## src/rtl/seven_segment_decoder.sv

```systemverilog
// Glitch-filtered seven-segment decoder: recovers hex nibbles from an active-low
// segment bus and hands each new digit out over valid/ready with overrun flagging.
module seven_segment_decoder #(
  parameter int unsigned STABLE_CYCLES = 4,
  parameter int unsigned CNT_W         = 8
) (
  input  logic       clk,
  input  logic       rst_n,
  input  logic [6:0] seg_in,
  output logic [3:0] out_value,
  output logic       out_illegal,
  output logic       out_valid,
  input  logic       out_ready,
  output logic       out_overrun
);

  localparam logic [6:0]       BLANK   = 7'h7F;
  localparam logic [CNT_W-1:0] CNT_MAX = CNT_W'(STABLE_CYCLES - 1);

  typedef enum logic {EMPTY, FULL} state_e;

  state_e           state_q, state_d;
  logic [6:0]       seg_q;
  logic [6:0]       last_emit_q, last_emit_d;
  logic [CNT_W-1:0] cnt_q, cnt_d;
  logic [3:0]       value_q, value_d;
  logic             illegal_q, illegal_d;
  logic             overrun_q, overrun_d;
  logic             stable, evt, load;
  logic [3:0]       dec_value;
  logic             dec_illegal;

  always_comb begin
    dec_value   = 4'h0;
    dec_illegal = 1'b0;
    case (seg_q)
      7'h40: dec_value = 4'h0;
      7'h79: dec_value = 4'h1;
      7'h24: dec_value = 4'h2;
      7'h30: dec_value = 4'h3;
      7'h19: dec_value = 4'h4;
      7'h12: dec_value = 4'h5;
      7'h02: dec_value = 4'h6;
      7'h78: dec_value = 4'h7;
      7'h00: dec_value = 4'h8;
      7'h10: dec_value = 4'h9;
      7'h08: dec_value = 4'hA;
      7'h03: dec_value = 4'hB;
      7'h46: dec_value = 4'hC;
      7'h21: dec_value = 4'hD;
      7'h06: dec_value = 4'hE;
      7'h0E: dec_value = 4'hF;
      default: dec_illegal = 1'b1;
    endcase
  end

  // Counter saturates so a held pattern stays stable without wrapping.
  always_comb begin
    cnt_d = '0;
    if (seg_in == seg_q) begin
      cnt_d = (cnt_q == CNT_MAX) ? cnt_q : cnt_q + 1'b1;
    end
  end

  assign stable = (cnt_q == CNT_MAX);
  assign evt    = stable && (seg_q != BLANK) && (seg_q != last_emit_q);

  always_ff @(posedge clk or negedge rst_n) begin
    if (!rst_n) begin
      state_q     <= EMPTY;
      seg_q       <= BLANK;
      cnt_q       <= '0;
      last_emit_q <= BLANK;
      value_q     <= 4'h0;
      illegal_q   <= 1'b0;
      overrun_q   <= 1'b0;
    end else begin
      state_q     <= state_d;
      seg_q       <= seg_in;
      cnt_q       <= cnt_d;
      last_emit_q <= last_emit_d;
      value_q     <= value_d;
      illegal_q   <= illegal_d;
      overrun_q   <= overrun_d;
    end
  end

  always_comb begin
    state_d = state_q;
    case (state_q)
      EMPTY: if (evt) state_d = FULL;
      FULL:  if (out_ready && !evt) state_d = EMPTY;
    endcase
  end

  // A dropped digit still updates last_emit so it is never retried.
  always_comb begin
    load        = evt && ((state_q == EMPTY) || out_ready);
    value_d     = load ? dec_value : value_q;
    illegal_d   = load ? dec_illegal : illegal_q;
    overrun_d   = evt && (state_q == FULL) && !out_ready;
    last_emit_d = last_emit_q;
    if (stable && (seg_q == BLANK)) begin
      last_emit_d = BLANK;
    end else if (evt) begin
      last_emit_d = seg_q;
    end
  end

  assign out_valid   = (state_q == FULL);
  assign out_value   = value_q;
  assign out_illegal = illegal_q;
  assign out_overrun = overrun_q;

endmodule

```

## config.mk

```make
export PLATFORM = sky130hd
export DESIGN_NAME = seven_segment_decoder
export DESIGN_NICKNAME = d
export VERILOG_FILES = /design/src/rtl/seven_segment_decoder.sv
export SDC_FILE = /design/constraint.sdc
export NUM_CORES = 1
export LEC_CHECK = 0
export BUFFER_PORTS_ARGS = -buffer_cell sky130_fd_sc_hd__buf_2
export CORE_MARGIN = 8
export CORE_UTILIZATION = 58
export DETAILED_ROUTE_END_ITERATION = 10
export PLACE_DENSITY = 0.79
export SLEW_MARGIN = 20
export SYNTH_ARGS = -nofsm -noshare
export SYNTH_HDL_FRONTEND = slang
export SYNTH_SLANG_ARGS = --single-unit
```

## constraint.sdc

```tcl
create_clock -name clk -period 2.3 [get_ports clk]
set_input_delay 0 -clock clk [delete_from_list [all_inputs] [get_ports clk]]
set_output_delay 0 -clock clk [all_outputs]
set_load 0.05 [all_outputs]
```

# Word-level counts from Yosys, hierarchy flattened
# Index checks and enable logic that the tools add are counted.
# Widths: inputs -> output; s select.
[word_totals] word_cells=52 regBits=29 out_inout_bits=7 input_bits=10
[op_classes] mux=9 bitwise_logic=1 eq_ne=21 n_reduce_logical=13 add_sub_neg=1
[op_table] operator="$pmux 4 s15" n=1
[op_table] operator="$eq 7x7->1 const B" n=5
[op_table] operator="$eq 7x5->1 const B" n=3
[op_table] operator="$eq 7x6->1 const B" n=3
[op_table] operator="$mux 8" n=2
[op_table] operator="$reduce_or 16->1" n=1
[op_table] operator="$eq 7x2->1 const B" n=2
[op_table] operator="$eq 7x4->1 const B" n=2
[op_table] operator="$mux 7" n=2
[op_table] operator="$add 8x1->8 const B" n=1
[op_table] operator="$eq 8x2->1 const B" n=1
[op_table] operator="$eq 7x3->1 const B" n=1
[op_table] operator="$eq 7x7->1" n=1
[op_table] operator="$logic_and 1x1->1" n=7
[op_table] operator="$logic_not 7->1" n=1
[op_table] operator="$ne 7x7->1" n=1
[op_table] operator="$ne 7x7->1 const B" n=1
[op_table] operator="$mux 1" n=3
[op_table] operator="$logic_not 1->1" n=2
[op_table] operator="$ne 2x2->1 const B" n=1
[op_table] operator="$pmux 1 s2" n=1
[op_table] operator="$reduce_bool 2->1" n=1
[op_table] operator="$logic_or 1x1->1" n=1
[op_table] operator="$not 1->1" n=1

# Longest topological paths before layout
# Gate-level depths: netlist of run 1.
[depth] ltp_word=7 depth_mapped=7 depth_no_buf=6

# Worst setup path after synthesis of run 1
# Ideal clock, no wire load.
[synth_path] kind="register to register" start="register seg_q[6]" end="register illegal_q, in the netlist out_illegal" period_less_slack_ps=1938 required_ps=2175 stages_incl_launch_ff=7 arrival_time_ps=1813 n_path_buf=1 slack_ps=362 setup_time_ps=125 cell_sequence="dfstp_2 buf_2 nand2_1 or4_1 and3_1 and3b_1 mux2_2"
[synth_between] elab_chain_cells=4 elab_cells_between_ends=23 cone_classes="eq/ne (17); mux (1); reduce/logical (5)"
[synth_rtl] item="from (decl)" line_no="23" text="logic [6:0] seg_q;"
[synth_rtl] item="from (signal assigned)" line_no="79" text="seg_q <= seg_in;"
[synth_rtl] item="parallel branches: the longest is 4 deep, another holds $reduce_or 16->1"
[synth_rtl] item="to (signal assigned)" line_no="83" text="illegal_q <= illegal_d;"
[synth_rtl] item="to (decl)" line_no="27" text="logic illegal_q, illegal_d;"
# Several ways; the timed one is not identified.
# A chain may end at the register's enable or synchronous reset.

# Worst setup path in the final report of run 1
[layout_path] start="register seg_q[0]" end="register last_emit_q[2]"
[layout_between] elab_chain_cells=4 elab_cells_between_ends=8 cone_classes="eq/ne (3); mux (1); reduce/logical (4)"
[layout_rtl] item="$ne 7x7->1" line_no="66" text="assign evt = stable && (seg_q != BLANK) && (seg_q != last_emit_q);"
[layout_rtl] item="$logic_and 1x1->1 (2 in series)" line_no="66"
[layout_rtl] item="$reduce_bool 2->1 (no line)"
[layout_rtl] item="to (signal assigned)" line_no="81" text="last_emit_q <= last_emit_d;"
[layout_rtl] item="to (decl)" line_no="24" text="logic [6:0] last_emit_q, last_emit_d;"
# Several ways; a longest one is shown, not always the timed one.

==> results of run 1 <==
worst max-delay path: stages, from the launching register on:
cell     delay, ns
dfstp_2       0.72
xor2_1        0.13
nor4_2        0.34
nand4_2       0.27
o21ai_2       0.29
mux2_1        0.35
registers in the layout, indices dropped and copies added (netlist names):
| name | flops |
|---|---|
| cnt_q | 8 |
| last_emit_q | 7 |
| out_illegal | 1 |
| out_overrun | 1 |
| out_valid | 1 |
| out_value | 4 |
| seg_q | 7 |
path summary, 6_finish.rpt:
kind	end	slack [ns]	cells past startpoint	start
max in group asynchronous	out_illegal	1.69	2	rst_n
max	last_emit_q[2]	0.14	5	seg_q[0]
min	cnt_q[3]	0.20	2	rst_n
min in group clk	seg_q[6]	0.33	2	seg_in[6]
max reg2reg	last_emit_q[2]	0.14	5	seg_q[0]
min reg2reg	out_value[0]	0.49	1	out_value[0]
power groups by stage:
| stage | Clock [mW] | Combinational [mW] | Sequential (mW) |
|---|---|---|---|
| finish | 0.526 | 0.0896 | 0.545 |
| global route | 0.562 | 0.0993 | 0.547 |
| CTS | 0.530 | 0.0897 | 0.544 |
| detailed placement | 0 | 0.0771 | 0.552 |
| global placement | 0 | 0.0738 | 0.551 |
| floorplan | 0 | 0.0650 | 0.534 |
cells by family (layout without fill, tap and decap cells):
kind of cell,Yosys count,after routing
adders and majority gates,1,1
DFF,29,29
xor gates and xnor gates,20,20
muxes,9,9
AOI/OAI and AO/OA,20,20
buffers and inverters,12,38
and+or+nand+nor,76,76
cell usage after synthesis (2+ instances only):
library cell | number | area share (%)
xnor2_1 | 8 | 4.2
mux2_1 | 7 | 4.7
xor2_1 | 12 | 6.3
dfstp_2 | 14 | 22
a211oi_1 | 2 | 0.90
a21oi_1 | 2 | 0.60
nand2_1 | 12 | 2.7
a31oi_1 | 3 | 1.1
nor3b_1 | 2 | 0.90
nor2_1 | 15 | 3.4
clkbuf_1 | 5 | 1.1
nor4_1 | 3 | 1.1
o21ai_0 | 6 | 1.8
dfrtp_1 | 15 | 23
nor3_1 | 2 | 0.60
buf_2 | 6 | 1.8
and3_1 | 4 | 1.5
nand2b_1 | 3 | 1.1
nand4_1 | 3 | 1.1
or4_1 | 2 | 0.90
mux2_2 | 2 | 1.4
nand3_1 | 15 | 4.5
and3b_1 | 2 | 1.1
layer usage:
layer	part of all wire [%]	routed length [um]	GRT usage, %
met5	0	0	0
met4	2.4	87	7.366
met3	4.7	173	4.578
met2	53	1945	28.48
met1	40	1481	16.86
per-stage QoR:
step | worst slack (ns) | utilization [%]
floorplan | 0.3624 | -
global placement | 0.2201 | 64.53
detailed placement | 0.1794 | 64.53
CTS | 0.1663 | 71.58
global route | 0.04640 | 71.58
finish | 0.1405 | 71.58
layout make-up:
class	count	share of cell area, %
multi-input combinational	126	44.18
sequential	29	37.98
timing repair buffer	30	10.61
clock inverter	3	3.325
tap	31	1.982
clock buffer	5	1.918
what timing repair did:
action / CTS / global route
setup buffers: 0 / 0
hold buffers: 9 / 0
hold endpoints to repair: 24 / 0
==> impl_results.md, run 1 <==
- Post-Syn Area: 0.001668 mm^2
- Worst hold margin: 0.1986 ns
- Sw Ratio: between 20 and 25%
- Slew HR: around three fifths
- IO buf count: 16
- Clock network fraction of total power: between 40% and 50%
- I/O Pins: 17
- GRT Util Overall: between 15 and 20%
- Vias/cell: between 6 and 7
- Peak VDD IR: roughly 0.77 mV
- Clk Latency, worst-skew pair: approximately 0.33 ns
- Clock root buffer: clkbuf_4
- Setup crit end kind: register
- Area added between synthesis and finish: 17.33%
- Largest net degree at the start of global routing: 30
- Number of synthesized flops with an enable pin: 0
- Warnings from Yosys: 0
- Setup violations, final: 0
- Fin Setup TNS: 0 ns
- Clock Skew: about 0.0096 ns
- Flops & latches, synth: 29
- Share of post-route cells with drive strength above 1: between 20% and 30%
- DP HPWL: 2568 um
- Worst Path Arrival: 2.42 ns
- Startpoint Class: register
- Final period utilization: between 90% and 100%
- First-pass GRT wire length: approximately 6500 um
- Die Width: just under 70 um
- Resize count post-CTS: 0
- Most frequent cells in the layout: buf_2, nand3_1, nor2_1, dfrtp_1, dfstp_2
- Fin area: around 0.0020 mm^2
- Cell Area, Placed: between 0.0015 and 0.002 mm^2
- Internal power: about 0.90 mW
- Area occupied by multi-input gates: 864.6 um^2
- Remaining antenna violation count: 0
- Initial core utilization: 61.01%
- WL final: roughly 3700 um
- Main combinational cell family by area after synthesis: simple AND/OR/NAND/NOR gates
- Vias in the first global route: about 1400
- Sequential-to-total area share from yosys stat: 44.56%
- CTS tree: yes
- RSZ-0062 raised after global routing: no
- F_max: approximately 460 MHz
- Commonest non-fill, non-tap cell in the layout: buf_2
- CP max FO: 17
- DR DRC count: 0
- Starting DRT DRC Count: ~160
- Overflow left after global routing: 0
- Final Hold Viols: 0
- Status: completed
- Post-Synth XOR/XNOR Area: a little over a tenth
- Async set or reset register ratio after synthesis: between 90% and 100%
- Num CTS Buffers: 5
- Crit path time final: roughly 2.2 ns
- Initial antenna violation count: 0
- Net switching power: between 0.2 and 0.3 mW
- CTS clk-pin slew, worst paths: approximately 0.1 ns
- Die area: 0.004848 mm^2
- Post-synthesis simple-gate area fraction: a little over a quarter
- Rows: 19
- Comb pwr share: ~7.7%
- CTS Sinks: 29
- Fillers: between 200 and 250
- Lkg Pwr: 0.8593 nW
- Final Total Pwr: ~1.2 mW
- Syn avg cell area: around 10 um^2
- Data required, critical path: between 2 and 3 ns
- DRT Pass-1 Iters: 4
- Routability cong.: slightly above 0.8
- Synth Area in Compound Gates: around 8.2%
- Power Density: 593.1 mW/mm^2
- Synth Area in Adders: 0.7502%
- Total number of vias: roughly 1400
- Part of the power in registers: approximately 47%
- Max Slew Vio Count: 0
- Core Footprint: around 0.0027 mm^2
- Layout net count: ~200
- Critical path class: reg -> reg
- Die H: roughly 70 um
- DP Cell Count: just over 200
- Post-DR wirelength/cell: 16.46 um
- Multiplexer area fraction after synthesis: 6.077%
- Synth cell types: between 40 and 50
- Max cap viols: 0
- Antenna diode count: 0
- Worst Tran Pin Value: 0.6228 ns
- Fin cells: approximately 220
- Number of H-tree levels: 2
- Syn nets: ~180
- Min-Delay Path Class: in -> async
- FF/Latch Area: ~740 um^2
- Post-Synthesis Cells: around 170
- Clk buf depth: 2
- Most used DFF post-synth: dfrtp_1
Power figures use the tool's default switching activity.
==> run 2, diff against run 1 <==
--- a/config.mk
+++ b/config.mk
@@ -6,6 +6,7 @@
 export NUM_CORES = 1
 export LEC_CHECK = 0
 export BUFFER_PORTS_ARGS = -buffer_cell sky130_fd_sc_hd__buf_2
+export CORE_ASPECT_RATIO = 1.4
 export CORE_MARGIN = 8
 export CORE_UTILIZATION = 58
 export DETAILED_ROUTE_END_ITERATION = 10
==> run 2 against run 1 <==
  * Via count is 2.8% lower
  * Wire length increased by 2.0%
  * Fmax is 7.0% higher
  * Global-route usage increased by 1.9 points
  * Count of clock-buffer cells in the layout up 2
  * Combinational power increased by 14%
  * First-iteration DRC count down 90%
  * Highest routed layer unchanged
==> impl_results.md, run 2 (synthesis gave the netlist of run 1 again) <==
- Worst Path Buf+Inv: 0
- DR DRC count: 0
- Startpoint Class: register
- Crit path time final: roughly 2.0 ns
- Part of the power in registers: about half
- Final Hold Viols: 0
- Core Footprint: around 0.0028 mm^2
- CTS tree: yes
- First-pass GRT wire length: 6575 um
- Largest net degree at the start of global routing: 30
- CP max stage cell: dfstp_2
- Critical path class: reg -> reg
- Fillers: 220
- F_max: a little under 500 MHz
- Final Total Pwr: approximately 1.1 mW
- IO buf count: 16
- Slowest stage delay, CP: 0.58 ns
- Power Density: between 500 and 600 mW/mm^2
- Net switching power: around 0.26 mW
- Die H: between 70 and 80 um
- Antenna diode count: 0
- Clock network fraction of total power: between 40% and 50%
- Status: completed
- GRT Util Overall: between 10% and 20%
- Max reg flops: 8
- Routability cong.: a little under 0.9
- CP max FO: 7
- Data required, critical path: ~2.5 ns
- Setup violations, final: 0
- Final period utilization: between 80 and 90%
- Area added between synthesis and finish: 18.45%
- CTS Sinks: 29
- Max Slew Vio Count: 0
- Worst Path Arrival: roughly 2.2 ns
- DRT Pass-1 Iters: 4
- Resize count post-CTS: 0
- Critical path, cell by cell: xor2_1 > nor4_2 > nand4_2 > o21ai_2 > mux2_1
- Family with the most delay on the worst path: simple AND/OR/NAND/NOR gates
- RSZ-0062 raised after global routing: no
- Num CTS Buffers: 5
- Clk Latency, worst-skew pair: approximately 0.28 ns
- Slew HR: between 50% and 60%
- Vias/cell: roughly 5.7
- Min-Delay Path Class: in -> reg
- Total number of vias: 1332
- Starting DRT DRC Count: 16
- Clk buf depth: 2
- Final core utilization: roughly 71%
- Top Registers: cnt_q x8, last_emit_q x7, seg_q x7
- Overflow left after global routing: 0
- Die Width: around 61 um
- Internal power: between 0.8 and 0.9 mW
- Worst Tran Pin Value: about 0.64 ns
- Initial core utilization: 59.75%
- Post-DR wirelength/cell: ~16 um
- Sw Ratio: around a quarter
- Post-CTS Setup Bufs: 0
- Register with the most flip-flops: cnt_q
- Setup crit end kind: register
- Lkg Pwr: about 0.87 nW
- Layout net count: between 200 and 250
- Share of post-route cells with drive strength above 1: 28.72%
- Clock Skew: 0.007493 ns
- Initial antenna violation count: 0
- Fin Setup TNS: 0 ns
- Clock root buffer: clkbuf_8
- I/O Pins: 17
- Die area: 0.004872 mm^2
- WL final: about 3800 um
- CTS clk-pin slew, worst paths: 0.06 ns
- Number of H-tree levels: 2
- Most frequent cells in the layout: buf_2, nand3_1, nor2_1, dfrtp_1, dfstp_2
- Remaining antenna violation count: 0
- Commonest non-fill, non-tap cell in the layout: buf_2
- Max cap viols: 0
- Comb pwr share: 9.3%
- Vias in the first global route: ~1400
- Rows: 23
- Peak VDD IR: about 0.64 mV
- DP HPWL: 2799 um
==> run 2: timing repair <==
item,in CTS,in global routing
hold endpoints to repair,22,0
endpoints found under the setup margin,0,0
hold buffers,8,0
==> run 2: final cells by class <==
class / instances / area, um^2 / share of cell area, %
Tap cell: 37 / 46.29 / 2.343
Multi-Input combinational cell: 126 / 864.6 / 43.76
Sequential cell: 29 / 743.2 / 37.62
Clock inverter: 1 / 5.005 / 0.2533
Timing Repair Buffer: 32 / 220.2 / 11.15
Clock buffer: 7 / 96.34 / 4.877
==> run 2: stage by stage <==
step	setup WS, ns	instance area (um^2)	hold slack, ns	std cells
final	0.2823	1976	0.04453	232
after global routing	0.2115	1976	0.05965	232
after CTS	0.3094	1976	0.04446	232
after detailed placement	0.3353	1794	0.04795	216
after global placement	0.3581	1794	0.03754	216
after floorplan	0.3624	1668	-0.2956	167
==> run 2: final timing paths <==
check | slack [ns] | depth (start not counted) | endpoint | start
setup / recovery | 0.28 | 5 | last_emit_q[6] | seg_q[4]
hold / removal | 0.04 | 3 | out_overrun | out_ready
setup reg to reg | 0.28 | 5 | last_emit_q[6] | seg_q[4]
hold reg to reg | 0.49 | 1 | out_value[3] | out_value[3]
max in group asynchronous | 1.60 | 2 | cnt_q[0] | rst_n
min in group asynchronous | 0.29 | 2 | cnt_q[6] | rst_n
==> run 2: power by group through the flow <==
stage | clock network [mW] | registers, mW | logic [mW]
6_report | 0.459 | 0.536 | 0.102
5_1_grt | 0.485 | 0.537 | 0.113
4_1_cts | 0.462 | 0.536 | 0.103
3_5_place_dp | 0 | 0.544 | 0.0911
3_3_place_gp | 0 | 0.543 | 0.0867
2_1_floorplan | 0 | 0.534 | 0.0650
==> run 2: layer usage <==
layer  global-route usage (%)  up-vias  routed length, um
li1                         -      646                  -
met5                        0        -                  0
met4                    10.30        0                144
met3                    3.710       13                 68
met2                    31.62       20               2189
met1                    18.24      653               1360
==> run 2: worst register-to-register path: cells and delay by family (launching register included) <==
kind	cells	cell delay, ns
AOI/OAI and AO/OA	1	0.28
xor gates and xnor gates	1	0.09
DFF	1	0.58
muxes	1	0.37
and+or+nand+nor	2	0.61
